===== config.mk =====
export PLATFORM = sky130hd
export DESIGN_NAME = cv32e40p_glitch_alarm_ctrl_flat
export DESIGN_NICKNAME = d
export VERILOG_FILES = /design/src/rtl/cv32e40p_glitch_pkg.sv /design/src/rtl/cv32e40p_glitch_alarm_ctrl_if.sv /design/src/rtl/cv32e40p_glitch_window.sv /design/src/rtl/cv32e40p_glitch_alarm_ctrl.sv /design/src/flat_wrapper.sv
export SDC_FILE = /design/constraint.sdc
export NUM_CORES = 1
export LEC_CHECK = 0
export CAP_MARGIN = 10
export CELL_PAD_IN_SITES_DETAIL_PLACEMENT = 0
export CELL_PAD_IN_SITES_GLOBAL_PLACEMENT = 1
export CORE_UTILIZATION = 35
export DETAILED_ROUTE_END_ITERATION = 6
export PLACE_DENSITY = 0.72
export SLEW_MARGIN = 20
export SYNTH_ARGS = -nofsm -noshare
export SYNTH_HDL_FRONTEND = slang
export SYNTH_SLANG_ARGS = --single-unit

===== constraint.sdc =====
create_clock -name clk -period 1.93 [get_ports clk]
set_clock_uncertainty 0.15 [all_clocks]
set_input_delay 0.386 -clock clk [delete_from_list [all_inputs] [get_ports clk]]
set_output_delay 0.386 -clock clk [all_outputs]
set_load 0.005 [all_outputs]

===== src/rtl/cv32e40p_glitch_pkg.sv =====
// Shared types and default parameters for the PDL clock-glitch alarm controller.
// Imported by the interface, the window filter and the top.
package cv32e40p_glitch_pkg;

  typedef enum logic [1:0] {
    ARMING  = 2'd0,
    MONITOR = 2'd1,
    FAULT   = 2'd2
  } glitch_state_e;

  localparam int unsigned DEF_NUM_SENSORS = 2;
  localparam int unsigned DEF_ARM_CYCLES  = 8;
  localparam int unsigned DEF_WINDOW      = 16;
  localparam int unsigned DEF_THRESHOLD   = 2;
  localparam int unsigned DEF_CNT_W       = 16;

  // Bits needed to hold the values 0..max_val.
  function automatic int unsigned cnt_width(input int unsigned max_val);
    return (max_val < 1) ? 1 : $clog2(max_val + 1);
  endfunction

endpackage


===== src/rtl/cv32e40p_glitch_alarm_ctrl_if.sv =====
// Sensor-side / core-side signal bundle of the glitch alarm controller.
// The master drives alarms, enables and clear; the slave is the controller.
interface cv32e40p_glitch_alarm_ctrl_if
  import cv32e40p_glitch_pkg::*;
#(
  parameter int unsigned NUM_SENSORS = DEF_NUM_SENSORS,
  parameter int unsigned CNT_W       = DEF_CNT_W
);
  logic [NUM_SENSORS-1:0] alarm_i;
  logic [NUM_SENSORS-1:0] sensor_en_i;
  logic                   clear_i;
  logic                   armed_o;
  logic                   fault_o;
  logic                   halt_o;
  logic                   fault_irq_o;
  logic [CNT_W-1:0]       hit_cnt_o;
  logic [NUM_SENSORS-1:0] first_src_o;

  modport master (
    output alarm_i, sensor_en_i, clear_i,
    input  armed_o, fault_o, halt_o, fault_irq_o, hit_cnt_o, first_src_o
  );

  modport slave (
    input  alarm_i, sensor_en_i, clear_i,
    output armed_o, fault_o, halt_o, fault_irq_o, hit_cnt_o, first_src_o
  );
endinterface


===== src/rtl/cv32e40p_glitch_window.sv =====
// Hit-count-within-window filter: the first hit opens a WINDOW-cycle window,
// threshold_hit_o flags the hit that brings the in-window count to THRESHOLD.
module cv32e40p_glitch_window
  import cv32e40p_glitch_pkg::*;
#(
  parameter int unsigned WINDOW    = DEF_WINDOW,
  parameter int unsigned THRESHOLD = DEF_THRESHOLD
) (
  input  logic clk,
  input  logic rst_n,
  input  logic flush_i,
  input  logic hit_i,
  output logic threshold_hit_o
);

  localparam int unsigned LEFT_W = cnt_width(WINDOW);
  localparam int unsigned HITS_W = cnt_width(THRESHOLD);
  // left_q holds the cycles remaining after the current one; the opening
  // cycle itself is already one of the WINDOW cycles.
  localparam int unsigned OPEN_LEFT  = (WINDOW > 1) ? WINDOW - 2 : 0;
  localparam bit          KEEPS_OPEN = (WINDOW > 1);

  logic              open_q, open_d;
  logic [LEFT_W-1:0] left_q, left_d;
  logic [HITS_W-1:0] hits_q, hits_d;
  logic [HITS_W:0]   hits_inc;

  always_comb begin
    open_d   = open_q;
    left_d   = left_q;
    hits_d   = hits_q;
    hits_inc = open_q ? ({1'b0, hits_q} + (HITS_W+1)'(1)) : (HITS_W+1)'(1);

    if (open_q) begin
      if (hit_i) begin
        hits_d = hits_inc[HITS_W-1:0];
      end
      if (left_q == '0) begin
        open_d = 1'b0;
        hits_d = '0;
      end else begin
        left_d = left_q - LEFT_W'(1);
      end
    end else if (hit_i && KEEPS_OPEN) begin
      open_d = 1'b1;
      left_d = LEFT_W'(OPEN_LEFT);
      hits_d = HITS_W'(1);
    end

    if (flush_i) begin
      open_d = 1'b0;
      left_d = '0;
      hits_d = '0;
    end

    threshold_hit_o = hit_i && (hits_inc >= (HITS_W+1)'(THRESHOLD));
  end

  always_ff @(posedge clk) begin
    if (!rst_n) begin
      open_q <= 1'b0;
      left_q <= '0;
      hits_q <= '0;
    end else begin
      open_q <= open_d;
      left_q <= left_d;
      hits_q <= hits_d;
    end
  end

endmodule


===== src/rtl/cv32e40p_glitch_alarm_ctrl.sv =====
// Qualifies raw PDL glitch-sensor alarms into a sticky core fault with halt,
// a one-cycle interrupt, a lifetime hit counter and first-source capture.
module cv32e40p_glitch_alarm_ctrl
  import cv32e40p_glitch_pkg::*;
#(
  parameter int unsigned NUM_SENSORS = DEF_NUM_SENSORS,
  parameter int unsigned ARM_CYCLES  = DEF_ARM_CYCLES,
  parameter int unsigned WINDOW      = DEF_WINDOW,
  parameter int unsigned THRESHOLD   = DEF_THRESHOLD,
  parameter int unsigned CNT_W       = DEF_CNT_W
) (
  input  logic                        clk,
  input  logic                        rst_n,
  cv32e40p_glitch_alarm_ctrl_if.slave bus
);

  localparam int unsigned ARM_W = cnt_width(ARM_CYCLES - 1);
  localparam logic [ARM_W-1:0] ARM_LAST = ARM_W'(ARM_CYCLES - 1);

  glitch_state_e          state_q, state_d;
  logic [ARM_W-1:0]       arm_cnt_q, arm_cnt_d;
  logic [NUM_SENSORS-1:0] alarm_q;
  logic [CNT_W-1:0]       hit_cnt_q, hit_cnt_d;
  logic [NUM_SENSORS-1:0] first_src_q, first_src_d;
  logic                   armed_q, armed_d;
  logic                   fault_q, fault_d;
  logic                   irq_q, irq_d;

  logic [NUM_SENSORS-1:0] hit_vec;
  logic                   hit;
  logic                   win_hit;
  logic                   win_flush;
  logic                   threshold_hit;

  // Enables gate the registered sample combinationally, so mask changes
  // take effect immediately without disturbing an open window.
  assign hit_vec   = alarm_q & bus.sensor_en_i;
  assign hit       = |hit_vec;
  assign win_hit   = hit && (state_q == MONITOR);
  assign win_flush = (state_q != MONITOR);

  cv32e40p_glitch_window #(
    .WINDOW    (WINDOW),
    .THRESHOLD (THRESHOLD)
  ) u_window (
    .clk             (clk),
    .rst_n           (rst_n),
    .flush_i         (win_flush),
    .hit_i           (win_hit),
    .threshold_hit_o (threshold_hit)
  );

  always_comb begin
    state_d     = state_q;
    arm_cnt_d   = '0;
    first_src_d = first_src_q;
    hit_cnt_d   = hit_cnt_q;

    case (state_q)
      ARMING: begin
        arm_cnt_d = arm_cnt_q + ARM_W'(1);
        if (arm_cnt_q == ARM_LAST) begin
          state_d   = MONITOR;
          arm_cnt_d = '0;
        end
      end
      MONITOR: begin
        if (threshold_hit) begin
          state_d     = FAULT;
          first_src_d = hit_vec;
        end
      end
      FAULT: begin
        if (bus.clear_i) begin
          state_d = ARMING;
        end
      end
      default: state_d = ARMING;
    endcase

    if (hit && (state_q != ARMING) && (hit_cnt_q != '1)) begin
      hit_cnt_d = hit_cnt_q + CNT_W'(1);
    end

    armed_d = (state_d == MONITOR);
    fault_d = (state_d == FAULT);
    irq_d   = (state_d == FAULT) && (state_q != FAULT);
  end

  always_ff @(posedge clk) begin
    if (!rst_n) begin
      state_q     <= ARMING;
      arm_cnt_q   <= '0;
      alarm_q     <= '0;
      hit_cnt_q   <= '0;
      first_src_q <= '0;
      armed_q     <= 1'b0;
      fault_q     <= 1'b0;
      irq_q       <= 1'b0;
    end else begin
      state_q     <= state_d;
      arm_cnt_q   <= arm_cnt_d;
      alarm_q     <= bus.alarm_i;
      hit_cnt_q   <= hit_cnt_d;
      first_src_q <= first_src_d;
      armed_q     <= armed_d;
      fault_q     <= fault_d;
      irq_q       <= irq_d;
    end
  end

  assign bus.armed_o     = armed_q;
  assign bus.fault_o     = fault_q;
  assign bus.halt_o      = fault_q;
  assign bus.fault_irq_o = irq_q;
  assign bus.hit_cnt_o   = hit_cnt_q;
  assign bus.first_src_o = first_src_q;

endmodule


===== src/flat_wrapper.sv =====
// flat-port wrapper written by rule: the top's interface ports become plain ports
module cv32e40p_glitch_alarm_ctrl_flat import cv32e40p_glitch_pkg::*;
#(
  parameter int unsigned NUM_SENSORS = DEF_NUM_SENSORS,
  parameter int unsigned ARM_CYCLES  = DEF_ARM_CYCLES,
  parameter int unsigned WINDOW      = DEF_WINDOW,
  parameter int unsigned THRESHOLD   = DEF_THRESHOLD,
  parameter int unsigned CNT_W       = DEF_CNT_W
)
  (clk, rst_n, bus_alarm_i, bus_sensor_en_i, bus_clear_i, bus_armed_o, bus_fault_o, bus_halt_o, bus_fault_irq_o, bus_hit_cnt_o, bus_first_src_o);
  cv32e40p_glitch_alarm_ctrl_if #(.NUM_SENSORS(NUM_SENSORS), .CNT_W(CNT_W)) bus_i ();
  input  logic clk;
  input  logic rst_n;
  input wire logic [$bits(bus_i.alarm_i)-1:0] bus_alarm_i;
  input wire logic [$bits(bus_i.sensor_en_i)-1:0] bus_sensor_en_i;
  input wire logic [$bits(bus_i.clear_i)-1:0] bus_clear_i;
  output wire logic [$bits(bus_i.armed_o)-1:0] bus_armed_o;
  output wire logic [$bits(bus_i.fault_o)-1:0] bus_fault_o;
  output wire logic [$bits(bus_i.halt_o)-1:0] bus_halt_o;
  output wire logic [$bits(bus_i.fault_irq_o)-1:0] bus_fault_irq_o;
  output wire logic [$bits(bus_i.hit_cnt_o)-1:0] bus_hit_cnt_o;
  output wire logic [$bits(bus_i.first_src_o)-1:0] bus_first_src_o;
  assign bus_i.alarm_i = bus_alarm_i;
  assign bus_i.sensor_en_i = bus_sensor_en_i;
  assign bus_i.clear_i = bus_clear_i;
  assign bus_armed_o = bus_i.armed_o;
  assign bus_fault_o = bus_i.fault_o;
  assign bus_halt_o = bus_i.halt_o;
  assign bus_fault_irq_o = bus_i.fault_irq_o;
  assign bus_hit_cnt_o = bus_i.hit_cnt_o;
  assign bus_first_src_o = bus_i.first_src_o;
  cv32e40p_glitch_alarm_ctrl #(.NUM_SENSORS(NUM_SENSORS), .ARM_CYCLES(ARM_CYCLES), .WINDOW(WINDOW), .THRESHOLD(THRESHOLD), .CNT_W(CNT_W)) u_core (.clk(clk), .rst_n(rst_n), .bus(bus_i));
endmodule

==> results of run 1 <==
[worst max-delay path, delay by kind of cell (launching register included)]
kind,cells,cell delay [ns]
compound gates,1,0.12
flops,1,0.36
simple gates,3,1.14
[sequential cells by signal, summed over array words and instances (netlist names)]
signal and count:
u_core.alarm_q 2, u_core.arm_cnt_q 3, u_core.bus.armed_o 1, u_core.bus.fault_irq_o 1
u_core.bus.fault_o 1, u_core.bus.first_src_o 2, u_core.bus.hit_cnt_o 16, u_core.state_q 2
u_core.u_window.hits_q 2, u_core.u_window.left_q 5, u_core.u_window.open_q 1
[Yosys cell counts, types with 7 or more instances]
cell      instances  share of area, %
nand2_1          24               5.3
nand2b_1          8               2.9
or4_1             7               3.1
mux2i_1           7               4.1
dfxtp_1          36                42
inv_1             8               1.8
nor2_1            7               1.5
nand3_1          11               3.2
a21oi_1          15               4.4
clkbuf_1          7               1.5
[routing by layer]
layer / global-route usage, % / share of wire, %
met1: 23.2 / 53
met2: 25.7 / 42
met3: 4.22 / 3.4
met4: 5.88 / 1.4
met5: 0 / 0
[logic make-up (layout without fill, tap and decap cells)]
logic type	Yosys count	count (layout)	synth area share (%)
xor+xnor	3	3	1.54
fa+ha+maj	6	6	4.40
flops	36	36	42.3
compound gates	39	39	14.7
simple gates	91	91	29.3
buf+inv	16	80	3.74
mux	7	7	4.11
[area by class of cell]
type / count / share of cell area [%]
timing repair buffer: 64 / 22.6
clock buffer: 5 / 2.84
sequential: 36 / 30.1
clock inverter: 3 / 1.75
tap: 54 / 2.79
multi-input combinational: 146 / 38.7
inverter: 8 / 1.24
[path summary, 6_finish.rpt]
check                           from                        to
max          u_core.bus.hit_cnt_o[0]  u_core.bus.hit_cnt_o[11]
min              u_core.arm_cnt_q[0]       u_core.arm_cnt_q[0]
max reg2reg  u_core.bus.hit_cnt_o[0]  u_core.bus.hit_cnt_o[11]
min reg2reg      u_core.arm_cnt_q[0]       u_core.arm_cnt_q[0]
[per-stage QoR]
step	utilization (%)	setup TNS, ns	instance area [um2]	setup WS (ns)
6_report	51.7	0	2420	0.0831
5_1_grt	51.7	-0.00816	2420	-0.00816
4_1_cts	51.0	0	2390	0.00597
3_5_place_dp	48.5	-4.84	2270	-0.433
3_3_place_gp	48.5	-4.97	2270	-0.411
2_1_floorplan	-	0	1710	0.00230
[report_power, final]
group	internal (uW)	switching, uW	leakage, uW
clock	382	283	0.0000541
sequential	748	4.43	0.000293
combinational	26.9	28.5	0.000528
[what timing repair did]
action                                 in CTS  in global routing
setup buffers                               0                  2
setup endpoints to repair                   5                  8
endpoints found under the hold margin       0                  0
resized for setup                           4                  8
pin swaps                                   0                  4
==> out/metrics.yaml, run 1 <==
dpl.hpwl_um: 2950
grt_max_degree: 13
insertedDiodeCount: 0
wl_per_cell_um: 12.7
final_cells: 316
hold_viol: 0
p_per_area_nw_per_um2: 607
clkSinkCount: 36
syn-num-nets: 211
rows: 25
grtUsageTotal_pct: 16.9
whs_path_depth: 1
start_kind: "flip-flop"
final_common_cell: "buf_4"
overflow: 0
mostFrequentLayoutCells: "buf_4 (36), dfxtp_1 (33), clkdlybuf4s50_1 (26)"
p_leak_uw: 0.000876
fmax_ghz: 0.541
regArea_um2: 729
worst_r2r_path_depth: 4
multiInputGateArea_um2: 938
cts_buffer_depth: 2
syn_inst: 198
grt_pass1_vias: 1488
clk_pin_slew_ns: 0.08
cts-root-buf: "clkbuf_8"
area_growth_syn_to_layout_pct: 42.2
status: "completed"
power_uw: 1470
crit_path_max_incr_delay_ns: 0.57
die_y_um: 71.8
antenna_left: 0
async_flop_share_pct: 0
max_cap_violations: 0
ir_worst_vdd_v: 0.000234
initial_utilization_pct: 36.3
die_w_um: 71.8
drc: 0
drv_slew: 0
cts_tree: "built"
min_period_ns: 1.85
period_share_pct: 95.7
coreArea_um2: 4690
max_slew_margin_pct: 69.8
timing.hold.ws_ns: 0.278
hp-class: "flip-flop to flip-flop"
ys.flop_type: "dfxtp_1"
drt_first_iter_violations: 75
worstMarginPinSlew_ns: 0.448
cp_max_fo: 4
ios: 29
arrival_ns: 1.92
critical_path_class: "flip-flop to flip-flop"
dr.pass1.iters: 4
worstPathRequired_ns: 2.00
antenna_found_initial: 0
routed_via_density: 5.16
ys_seq_elements: 36
synth_edf_count: 0
vias: 1630
clock_latency_ns: 0.29
die_area_um2: 5160
syn_area_um2: 1710
drive_above_1_share_pct: 21.8
dp_cells: 306
grt_setup_unrepaired: "true"
grt_first_pass_wirelength_um: 6760
cp_slowest_cell: "or4_4"
htreeDepth: 2
ctsHoldBuffers: 0
syn_avg_cell_area_um2: 8.61
ys_types: 40
fillCellCount: 474
yosys_warnings: 0
finalSetupViolCount: 0
ff2ff_setup_slack_ns: 0.08
seq_area_frac_synth_pct: 42.3
worstSetupEndpointType: "flip-flop"
totalWireLength_um: 4020
numPortBuffers: 28
crit_path_cell_trace: "nand4_1, or4_4, or4_1, a21oi_1"
numCtsBuffers: 5
gp_congestion: 0.802
nets: 274
Note: power is estimated with default switching activity, not from simulation.
==> run 2, diff against run 1 <==
--- a/config.mk
+++ b/config.mk
@@ -11,7 +11,6 @@
 export CORE_UTILIZATION = 35
 export DETAILED_ROUTE_END_ITERATION = 6
 export PLACE_DENSITY = 0.72
-export SLEW_MARGIN = 20
 export SYNTH_ARGS = -nofsm -noshare
 export SYNTH_HDL_FRONTEND = slang
 export SYNTH_SLANG_ARGS = --single-unit
==> results of run 2 <==
No change in the layout: final DEF, timing and power equal those of run 1.
==> run 3, diff against run 2 <==
--- a/config.mk
+++ b/config.mk
@@ -11,6 +11,8 @@
 export CORE_UTILIZATION = 35
 export DETAILED_ROUTE_END_ITERATION = 6
 export PLACE_DENSITY = 0.72
+export REMOVE_ABC_BUFFERS = 1
 export SYNTH_ARGS = -nofsm -noshare
 export SYNTH_HDL_FRONTEND = slang
 export SYNTH_SLANG_ARGS = --single-unit
+export TNS_END_PERCENT = 30
==> out/metrics.yaml, run 3 (same netlist as run 1, synthesis figures left out) <==
vias: 1607
critical_path_class: "flip-flop to flip-flop"
largest_register_ffs: 16
overflow: 0
finalSetupViolCount: 0
routed_via_density: 5.17
rows: 25
worstMarginPinSlew_ns: 0.460
power_uw: 1470
start_kind: "flip-flop"
ir_worst_vdd_v: 0.000444
drt_first_iter_violations: 67
dpl.hpwl_um: 2930
ctsHoldBuffers: 0
nets: 269
cts_buffer_depth: 2
p_per_area_nw_per_um2: 612
clkSinkCount: 36
final_common_cell: "dfxtp_1"
grt_max_degree: 19
gp_congestion: 0.804
cts-root-buf: "clkbuf_8"
die_area_um2: 5160
clock_latency_ns: 0.29
numPortBuffers: 28
insertedDiodeCount: 0
die_y_um: 71.8
min_period_ns: 1.86
worstPathRequired_ns: 2.00
cp_max_fo: 4
clk_pin_slew_ns: 0.07
drv_slew: 0
grt_first_pass_wirelength_um: 6580
fmax_ghz: 0.537
grt_pass1_vias: 1432
grtUsageTotal_pct: 16.4
hold_viol: 0
period_share_pct: 96.5
antenna_found_initial: 0
max_cap_violations: 0
area_growth_syn_to_layout_pct: 41.0
tns_ns: 0
wl_per_cell_um: 12.6
arrival_ns: 1.93
drc: 0
grt_setup_unrepaired: "false"
fillCellCount: 470
numCtsBuffers: 5
cts_tree: "built"
dr.pass1.iters: 4
antenna_left: 0
p_leak_uw: 0.000859
drive_above_1_share_pct: 22.2
status: "completed"
mostFrequentLayoutCells: "dfxtp_1 (33), buf_4 (31), clkdlybuf4s50_1 (26)"
htreeDepth: 2
die_w_um: 71.8
ios: 29
worstSetupEndpointType: "flip-flop"
totalWireLength_um: 3910
max_slew_margin_pct: 69.0
coreArea_um2: 4690
initial_utilization_pct: 36.3
hp-class: "flip-flop to flip-flop"
[run 3: cell count changes in the layout (fill, tap and decap cells not counted), sizes merged]
cell	before	now
buf	36	31
[run 3: area by class of cell]
cell class / instances / area, um2 / share of cell area, %
Sequential cell: 36 / 724 / 30.1
Clock inverter: 3 / 42.5 / 1.77
Clock buffer: 5 / 68.8 / 2.86
Tap cell: 54 / 67.6 / 2.81
Timing Repair Buffer: 59 / 510 / 21.2
Inverter: 8 / 30.0 / 1.25
Multi-Input combinational cell: 146 / 961 / 40.0
[run 3: timing repair]
item,CTS,global route
gates resized for setup,4,12
buffers inserted,0,1
pin swaps,0,2
setup endpoints to repair,7,10
[run 3: worst max-delay path: stages, from the launching register on]
cell and delay, ns:
dfxtp_2 0.34, nand4_1 0.17, or4_4 0.58, or4_4 0.43, a21oi_2 0.13
[run 3: through the flow]
step                      util, %  area (um2)  hold WS [ns]  setup slack (ns)  instances
final                        51.3        2400         0.278            0.0680        311
after global routing         51.3        2400         0.298            0.0113        311
after CTS                    50.3        2360         0.286           0.00465        310
after detailed placement     47.8        2240         0.275            -0.443        302
after global placement       47.8        2240         0.274            -0.415        302
after floorplan                 -        1670         0.255            0.0299        190
[run 3: per-layer routing]
metal  wire length (um)  track usage (%)  up-vias
met3                141             4.92        5
met1               1930             21.7      740
met2               1800             25.6       24
met5                  0                0        -
li1                   -                -      838
met4                 49             5.23        0
[run 3: power breakdown]
part	internal, uW	switching [uW]
Clock	382	283
Combinational	24.3	27.0
Sequential	750	4.15
[run 3: final timing paths]
path                                 from                  endpoint  slack [ns]  cells past startpoint
setup / recovery  u_core.bus.hit_cnt_o[5]  u_core.bus.hit_cnt_o[11]        0.07                      4
hold / removal        u_core.arm_cnt_q[0]       u_core.arm_cnt_q[0]        0.28                      1
setup reg to reg  u_core.bus.hit_cnt_o[5]  u_core.bus.hit_cnt_o[11]        0.07                      4
hold reg to reg       u_core.arm_cnt_q[0]       u_core.arm_cnt_q[0]        0.28                      1
